[src/rtl/regfile_pair.sv]
// Register file with single/pair read and write, a registered write-first read port,
// and a two-cycle increment engine (capture, writeback) that reports a zero flag.
module regfile_pair #(
  parameter int DATA_WIDTH = 4,
  parameter int NUM_REGS   = 16,
  parameter int ADDR_WIDTH = $clog2(NUM_REGS)
) (
  input  logic                    clock_i,
  input  logic                    reset_i,
  input  logic                    rd_en_i,
  input  logic                    rd_pair_i,
  input  logic [ADDR_WIDTH-1:0]   rd_addr_i,
  output logic [2*DATA_WIDTH-1:0] rd_data_o,
  output logic                    rd_valid_o,
  input  logic                    wr_en_i,
  input  logic                    wr_pair_i,
  input  logic [ADDR_WIDTH-1:0]   wr_addr_i,
  input  logic [2*DATA_WIDTH-1:0] wr_data_i,
  input  logic                    inc_en_i,
  input  logic [ADDR_WIDTH-1:0]   inc_addr_i,
  output logic                    inc_busy_o,
  output logic                    inc_done_o,
  output logic                    inc_zero_o
);

  typedef enum logic [1:0] {IDLE, CAP, WB} inc_state_e;

  localparam logic [ADDR_WIDTH-1:0] ONE = ADDR_WIDTH'(1);

  logic [NUM_REGS-1:0][DATA_WIDTH-1:0] regs_q, regs_d;
  inc_state_e                          state_q, state_d;
  logic [ADDR_WIDTH-1:0]               inc_addr_q, inc_addr_d;
  logic [DATA_WIDTH-1:0]               inc_res_q, inc_res_d;
  logic                                inc_done_q, inc_done_d;
  logic                                inc_zero_q, inc_zero_d;
  logic [2*DATA_WIDTH-1:0]             rd_data_q, rd_data_d;
  logic                                rd_valid_q;
  logic [ADDR_WIDTH-1:0]               rd_even, rd_odd;

  // Post-edge register values; the external write is applied last so it wins
  // over an increment writeback to the same register.
  always_comb begin
    regs_d = regs_q;
    for (int i = 0; i < NUM_REGS; i++) begin
      if (state_q == WB && inc_addr_q == ADDR_WIDTH'(i))
        regs_d[i] = inc_res_q;
      if (wr_en_i) begin
        if (wr_pair_i) begin
          if ((wr_addr_i >> 1) == ADDR_WIDTH'(i / 2))
            regs_d[i] = ((i % 2) == 0) ? wr_data_i[2*DATA_WIDTH-1:DATA_WIDTH]
                                       : wr_data_i[DATA_WIDTH-1:0];
        end else if (wr_addr_i == ADDR_WIDTH'(i)) begin
          regs_d[i] = wr_data_i[DATA_WIDTH-1:0];
        end
      end
    end
  end

  // Reads see regs_d, which gives write-first bypass nibble by nibble.
  always_comb begin
    rd_even   = rd_addr_i & ~ONE;
    rd_odd    = rd_even | ONE;
    rd_data_d = rd_data_q;
    if (rd_en_i) begin
      if (rd_pair_i) rd_data_d = {regs_d[rd_even], regs_d[rd_odd]};
      else           rd_data_d = {{DATA_WIDTH{1'b0}}, regs_d[rd_addr_i]};
    end
  end

  always_comb begin
    state_d    = state_q;
    inc_addr_d = inc_addr_q;
    inc_res_d  = inc_res_q;
    inc_done_d = 1'b0;
    inc_zero_d = inc_zero_q;
    case (state_q)
      IDLE: if (inc_en_i) begin
        state_d    = CAP;
        inc_addr_d = inc_addr_i;
      end
      CAP: begin
        // Operand includes any write landing on the target at this edge.
        inc_res_d = regs_d[inc_addr_q] + DATA_WIDTH'(1);
        state_d   = WB;
      end
      WB: begin
        inc_done_d = 1'b1;
        inc_zero_d = (inc_res_q == '0);
        state_d    = IDLE;
      end
      default: state_d = IDLE;
    endcase
  end

  always_ff @(posedge clock_i) begin
    if (reset_i) begin
      regs_q     <= '0;
      state_q    <= IDLE;
      inc_addr_q <= '0;
      inc_res_q  <= '0;
      inc_done_q <= 1'b0;
      inc_zero_q <= 1'b0;
      rd_data_q  <= '0;
      rd_valid_q <= 1'b0;
    end else begin
      regs_q     <= regs_d;
      state_q    <= state_d;
      inc_addr_q <= inc_addr_d;
      inc_res_q  <= inc_res_d;
      inc_done_q <= inc_done_d;
      inc_zero_q <= inc_zero_d;
      rd_data_q  <= rd_data_d;
      rd_valid_q <= rd_en_i;
    end
  end

  assign rd_data_o  = rd_data_q;
  assign rd_valid_o = rd_valid_q;
  assign inc_busy_o = (state_q != IDLE);
  assign inc_done_o = inc_done_q;
  assign inc_zero_o = inc_zero_q;

endmodule

[config.mk]
export PLATFORM = sky130hd
export DESIGN_NAME = regfile_pair
export DESIGN_NICKNAME = d
export VERILOG_FILES = /design/src/rtl/regfile_pair.sv
export SDC_FILE = /design/constraint.sdc
export NUM_CORES = 1
export LEC_CHECK = 0
export CORE_MARGIN = 4
export CORE_UTILIZATION = 35
export DETAILED_ROUTE_END_ITERATION = 6
export GPL_TIMING_DRIVEN = 0
export PLACE_DENSITY = 0.51
export SETUP_SLACK_MARGIN = 0.1
export SYNTH_ARGS = -nofsm -noshare
export SYNTH_HDL_FRONTEND = slang
export SYNTH_SLANG_ARGS = --single-unit
[constraint.sdc]
create_clock -name clock_i -period 3.5 [get_ports clock_i]
set_input_delay 0.7 -clock clock_i [delete_from_list [all_inputs] [get_ports clock_i]]
set_output_delay 0.7 -clock clock_i [all_outputs]
set_load 0.02 [all_outputs]
* Word-level counts from Yosys, hierarchy flattened
Cells that the tools add are included.
** Word-level totals
- Input bits :: 27
- Output and inout port bits :: 12
- Bits in registers :: 85
** Cells by class
- Mux-type cells :: 92
- Add/subtract/negate cells :: 1
- Equality and inequality tests :: 40
- Reduce and logical (&&, ||, !) cells :: 23
- Magnitude comparators :: 4
** Operators with widths (count)
- 4-bit 2-to-1 mux :: 84
- 4-bit == test, second input constant :: 16
- 4-bit binary-select mux with 4-bit select :: 2
- 4-bit by 3-bit == test with 1-bit output, second input constant :: 8
- 4-bit binary-select mux with 3-bit select :: 2
- 4-bit by 5-bit less-than comparator with 1-bit output, second input constant :: 4
- 4-bit by 2-bit == test with 1-bit output, second input constant :: 4
- 1-bit logical AND :: 16
- 4-bit logical NOT :: 4
- 3-bit == test, second input constant :: 4
- 4-bit by 1-bit == test with 1-bit output, second input constant :: 2
- 8-bit 2-to-1 mux :: 1
- 3-bit by 2-bit == test with 1-bit output, second input constant :: 2
- 4-bit by 1-bit adder with 4-bit output, second input constant :: 1
- 2-bit one-hot mux with 2 select lines :: 1
- 3-bit by 1-bit == test with 1-bit output, second input constant :: 1
- 2-bit by 1-bit == test with 1-bit output, second input constant :: 1
- 2-bit == test, second input constant :: 1
- 2-bit logical NOT :: 1
- 2-bit 2-to-1 mux :: 1
- 2-bit inequality test, second input constant :: 1
- 2-bit AND reduction :: 1
- 2-bit nonzero test :: 1
- 1-bit 2-to-1 mux :: 1

* Logic depth before layout (Yosys ltp)
- Depth in word-level cells :: 9
- Mapped depth :: 12
- Mapped depth without buffers :: 9

* Worst setup path before layout
Ideal clock, no wire load.
- Path kind :: input -> register
- Start :: input wr_addr_i[0]
- End :: register inc_res_q[2]
- Library setup time :: 0.087 ns
- Cell stages on the path :: 12
- Slack :: 0.623 ns
- Arrival :: 2.790 ns
- Path through :: buf_2 -> or2_1 -> buf_2 -> buf_6 -> a22oi_1 -> a221oi_1 -> o22ai_1 -> o21a_1 -> a211o_1 -> ha_1 -> xor2_1 -> o31ai_1
** Between the ends
- Longest elaborated chain between the ends :: 7
** Ends and longest elaborated chain
- from (decl) :: line 17 : input logic [ADDR_WIDTH-1:0] wr_addr_i,
- 4-bit by 1-bit == test with 1-bit output (tied with other cells) :: line 52 : end else if (wr_addr_i == ADDR_WIDTH'(i)) begin
- 4-bit 2-to-1 mux :: line 52
- 4-bit 2-to-1 mux :: line 48 : if (wr_pair_i) begin
- 4-bit 2-to-1 mux :: line 47 : if (wr_en_i) begin
- 4-bit binary-select mux with 4-bit select * :: line 83 : inc_res_d = regs_d[inc_addr_q] + DATA_WIDTH'(1);
- 4-bit 2-to-1 mux (not written as such) * :: line 83
- 4-bit by 1-bit adder with 4-bit output * :: line 83
- to (signal assigned) :: line 109 : inc_res_q <= inc_res_d;
- to (decl) :: line 33 : logic [DATA_WIDTH-1:0] inc_res_q, inc_res_d;
Mark *: on every way between the ends. The rest lies on a longest branch, timed or not. The select of a mux whose other input is x is not followed.
A chain may end at the register's enable or synchronous reset.

* Final worst setup path
- Start :: input wr_pair_i
- End :: register inc_res_q[3]
** Between the ends
- Longest elaborated chain between the ends :: 5
** Ends and longest elaborated chain
- from (decl) :: line 16 : input logic wr_pair_i,
- 4-bit 2-to-1 mux :: line 48
- 4-bit 2-to-1 mux :: line 47
- 4-bit binary-select mux with 4-bit select * :: line 83
- 4-bit 2-to-1 mux (not written as such) * :: line 83
- 4-bit by 1-bit adder with 4-bit output * :: line 83
Marked as above.

==> impl_results.md <==
- Status: finished clean
- GPL Wtd Cong: 0.970
- Final worst-path cycle share: 95.5%
- Row count: 46
- Dpl cells: 900
- Detail Placement HPWL: 18.3 mm
- Die width: 136 um
- Largest cells by area after synthesis: dfxtp_1 30%, mux4_2 8.3%, mux2i_1 6.1%, nor2_1 5.8%, o22a_1 3.7%
- Area delta synth->final: 22.1%
- # Max-Cap Violations: 0
- F_max: 0.299 GHz
- I/O Buffers: 34
- Initial Util: 35.9%
- Die area: 18400 sq um
- Final setup vio count: 0
- GRT overflow: 0
- Largest net degree at the start of global routing: 14
- Final Cell Area: 6980 sq um
- Io pins: 39
- Max-slew violations: 0
- Ant. Diodes: 0
- Relative slew slack: 35.0%
- Yosys top cell area share: 29.8%
- Measured slew at the worst slew-check pin: 0.975 ns
- Crit-path max FO: 10
- Global-route wire length before repair: 36.1 mm
- Syn_area_per_cell: 8.80 sq um
- DRT iter0 DRCs: 677
- Startpoint Class: input port
- Top-count cell post-synth: nor2_1
- Pre-antenna DRT Iters: 5
- Root Driver: clkbuf_16
- Max Clock Skew: 0.00741 ns
- CTS tree: built
- Top cells by instance count after synthesis: 88 x nor2_1, 85 x dfxtp_1, 36 x nand2_1
- R2R Setup Slk: 0.27 ns
- Clk buf depth: 2
- Initial antenna violation count: 0
- Die Y-Extent: 136 um
- Post-Route WL: 25.0 mm
- Nets: 735
- Cells after Synth: 650
- Sequential-to-total area share from yosys stat: 29.8%
- Share of cells above drive strength 1: 19.9%
- Clock latency at the later pin of the worst-skew pair: 0.36 ns
- Hold Crit Endpoint: rd_data_o[4]
- Async SR Flop Fraction: 0%
- Top FF cell, synth: dfxtp_1
- Gr usage total: 27.1%
- Sink Count: 85
- Core ar.: 15900 sq um
- Cell area after synthesis: 5720 sq um
- CTS Buf Count: 9
- Antenna Nets Post-Route: 0
- CTS clk-pin slew, worst paths: 0.07 ns
- Number of synthesized flops with an enable pin: 0
- Worst vdd ir: 0.256 mV
- Crit. End Element: register
- Yosys cell types: 75
- Via count: 5986
- Via-to-Cell Ratio: 6.45
- Yosys top cell by area: dfxtp_1
- Leakage: 2.61 nW
- Hold Fails Final Rpt: 0
- Req. time, crit path: 3.75 ns
- Vias in the first global route: 5526
- Non-Filler Instances: 928
- Syn_nets: 678
- Worst reg-to-reg path cell count: 11
- WP data arrival: 3.60 ns
- Area post-placement: 6330 sq um
- FF-to-FF End: inc_res_q[3]
- Post-route minimum period: 3.34 ns
- Hold Path Stages: 2
- Drt drc: 0
- Worst reg2reg path startpoint: inc_addr_q[0]
- HP Class: register to register
- Pwr Density: 371 nW/um^2
- FF+latch count, synth: 85
- Hold_sp: rd_data_o[4]
- Drt wl/cell: 26.9 um
- CP Class: input port to register
- # H-tree levels: 3
- RSZ-0062 raised after global routing: yes
- Synth warn: 0
==> final cells by class <==
| cell class | count | area [sq um] |
|---|---|---|
| fill | 1611 | 8960 |
| multi-input combinational | 495 | 3890 |
| sequential | 85 | 1700 |
| timing repair buffer | 46 | 435 |
| buffer | 65 | 354 |
| tap | 216 | 270 |
| clock buffer | 11 | 233 |
| clock inverter | 5 | 75.1 |
| inverter | 5 | 18.8 |
==> worst max-delay path, stage by stage <==
cell             delay (ns)
clkdlybuf4s50_1        0.49
nor2b_1                0.28
clkbuf_2               0.30
buf_2                  0.30
nor2_1                 0.11
o22a_1                 0.20
mux4_2                 0.47
a22oi_1                0.20
nand4_1                0.15
xor2_1                 0.19
a21o_1                 0.19
==> cell usage in the layout, fill, tap and decap left out, types with 10 or more instances in the layout <==
master,count
a21oi_1,15
a32oi_1,11
buf_2,15
buf_4,19
clkbuf_1,25
clkdlybuf4s50_1,32
dfxtp_1,85
mux2i_1,35
mux4_2,21
nand2_1,29
nand2b_1,15
nand3_1,19
nor2_1,87
nor2b_1,24
o2111ai_1,10
o211ai_1,14
o21ai_0,15
o221ai_1,14
o22a_1,24
o22ai_1,11
==> stage by stage <==
| step | total power, mW | setup TNS, ns | worst slack [ns] | hold WS [ns] | utilization [%] |
|---|---|---|---|---|---|
| floorplan | 1.33 | 0 | 0.623 | 0.471 | - |
| global placement | 1.51 | -4.15 | -0.612 | 0.453 | 39.7 |
| detailed placement | 1.51 | -4.25 | -0.587 | 0.462 | 39.7 |
| CTS | 2.56 | 0 | 0.0305 | 0.473 | 42.4 |
| global route | 2.66 | 0 | 0.0781 | 0.497 | 43.8 |
| finish | 2.59 | 0 | 0.156 | 0.471 | 43.8 |
==> per-layer routing <==
metal	global-route usage (%)	vias to the layer above	wire length, um
li1	-	2632	-
met1	36.4	2915	10400
met2	40.3	370	10900
met3	6.66	69	2430
met4	13.9	0	1290
met5	0	-	0
==> registers in the layout (all words and copies together), names as in the netlist <==
signal / cells
inc_zero_o: 1
rd_data_o: 8
rd_valid_o: 1
state_q: 2
inc_res_q: 4
regs_q: 64
inc_addr_q: 4
inc_done_o: 1
==> power by group <==
part | leakage (nW) | switching, mW | internal, mW | total [mW]
Clock | 0.153 | 0.438 | 0.623 | 1.06
Combinational | 1.76 | 0.330 | 0.192 | 0.522
Sequential | 0.689 | 0.0137 | 0.994 | 1.01
Total | 2.61 | 0.781 | 1.81 | 2.59
==> cell families after synthesis <==
group,count (synthesis),share of synthesized area [%]
xor+xnor,2,0.306
compound gates,184,24.8
buf+inv,70,5.95
flops,85,29.8
mux,60,15.2
fa+ha+maj,1,0.219
simple gates,248,23.7
==> worst max-delay path by stage <==
stage	slack, ns	endpoint	startpoint
final	0.16	inc_res_q[3]	wr_pair_i
after global routing	0.08	inc_res_q[2]	wr_pair_i
after CTS	0.03	inc_res_q[2]	wr_addr_i[3]
after detailed placement	-0.59	inc_res_q[2]	wr_addr_i[3]
after global placement	-0.61	inc_res_q[2]	wr_en_i
after floorplan	0.62	inc_res_q[2]	wr_addr_i[0]
==> timing repair <==
action	in CTS	in global routing
endpoints found under the setup margin	8	8
gates resized for setup	13	61
setup buffers	7	5
hold buffers	0	0
pin swaps	2	8
(Power assumes the default switching activity.)
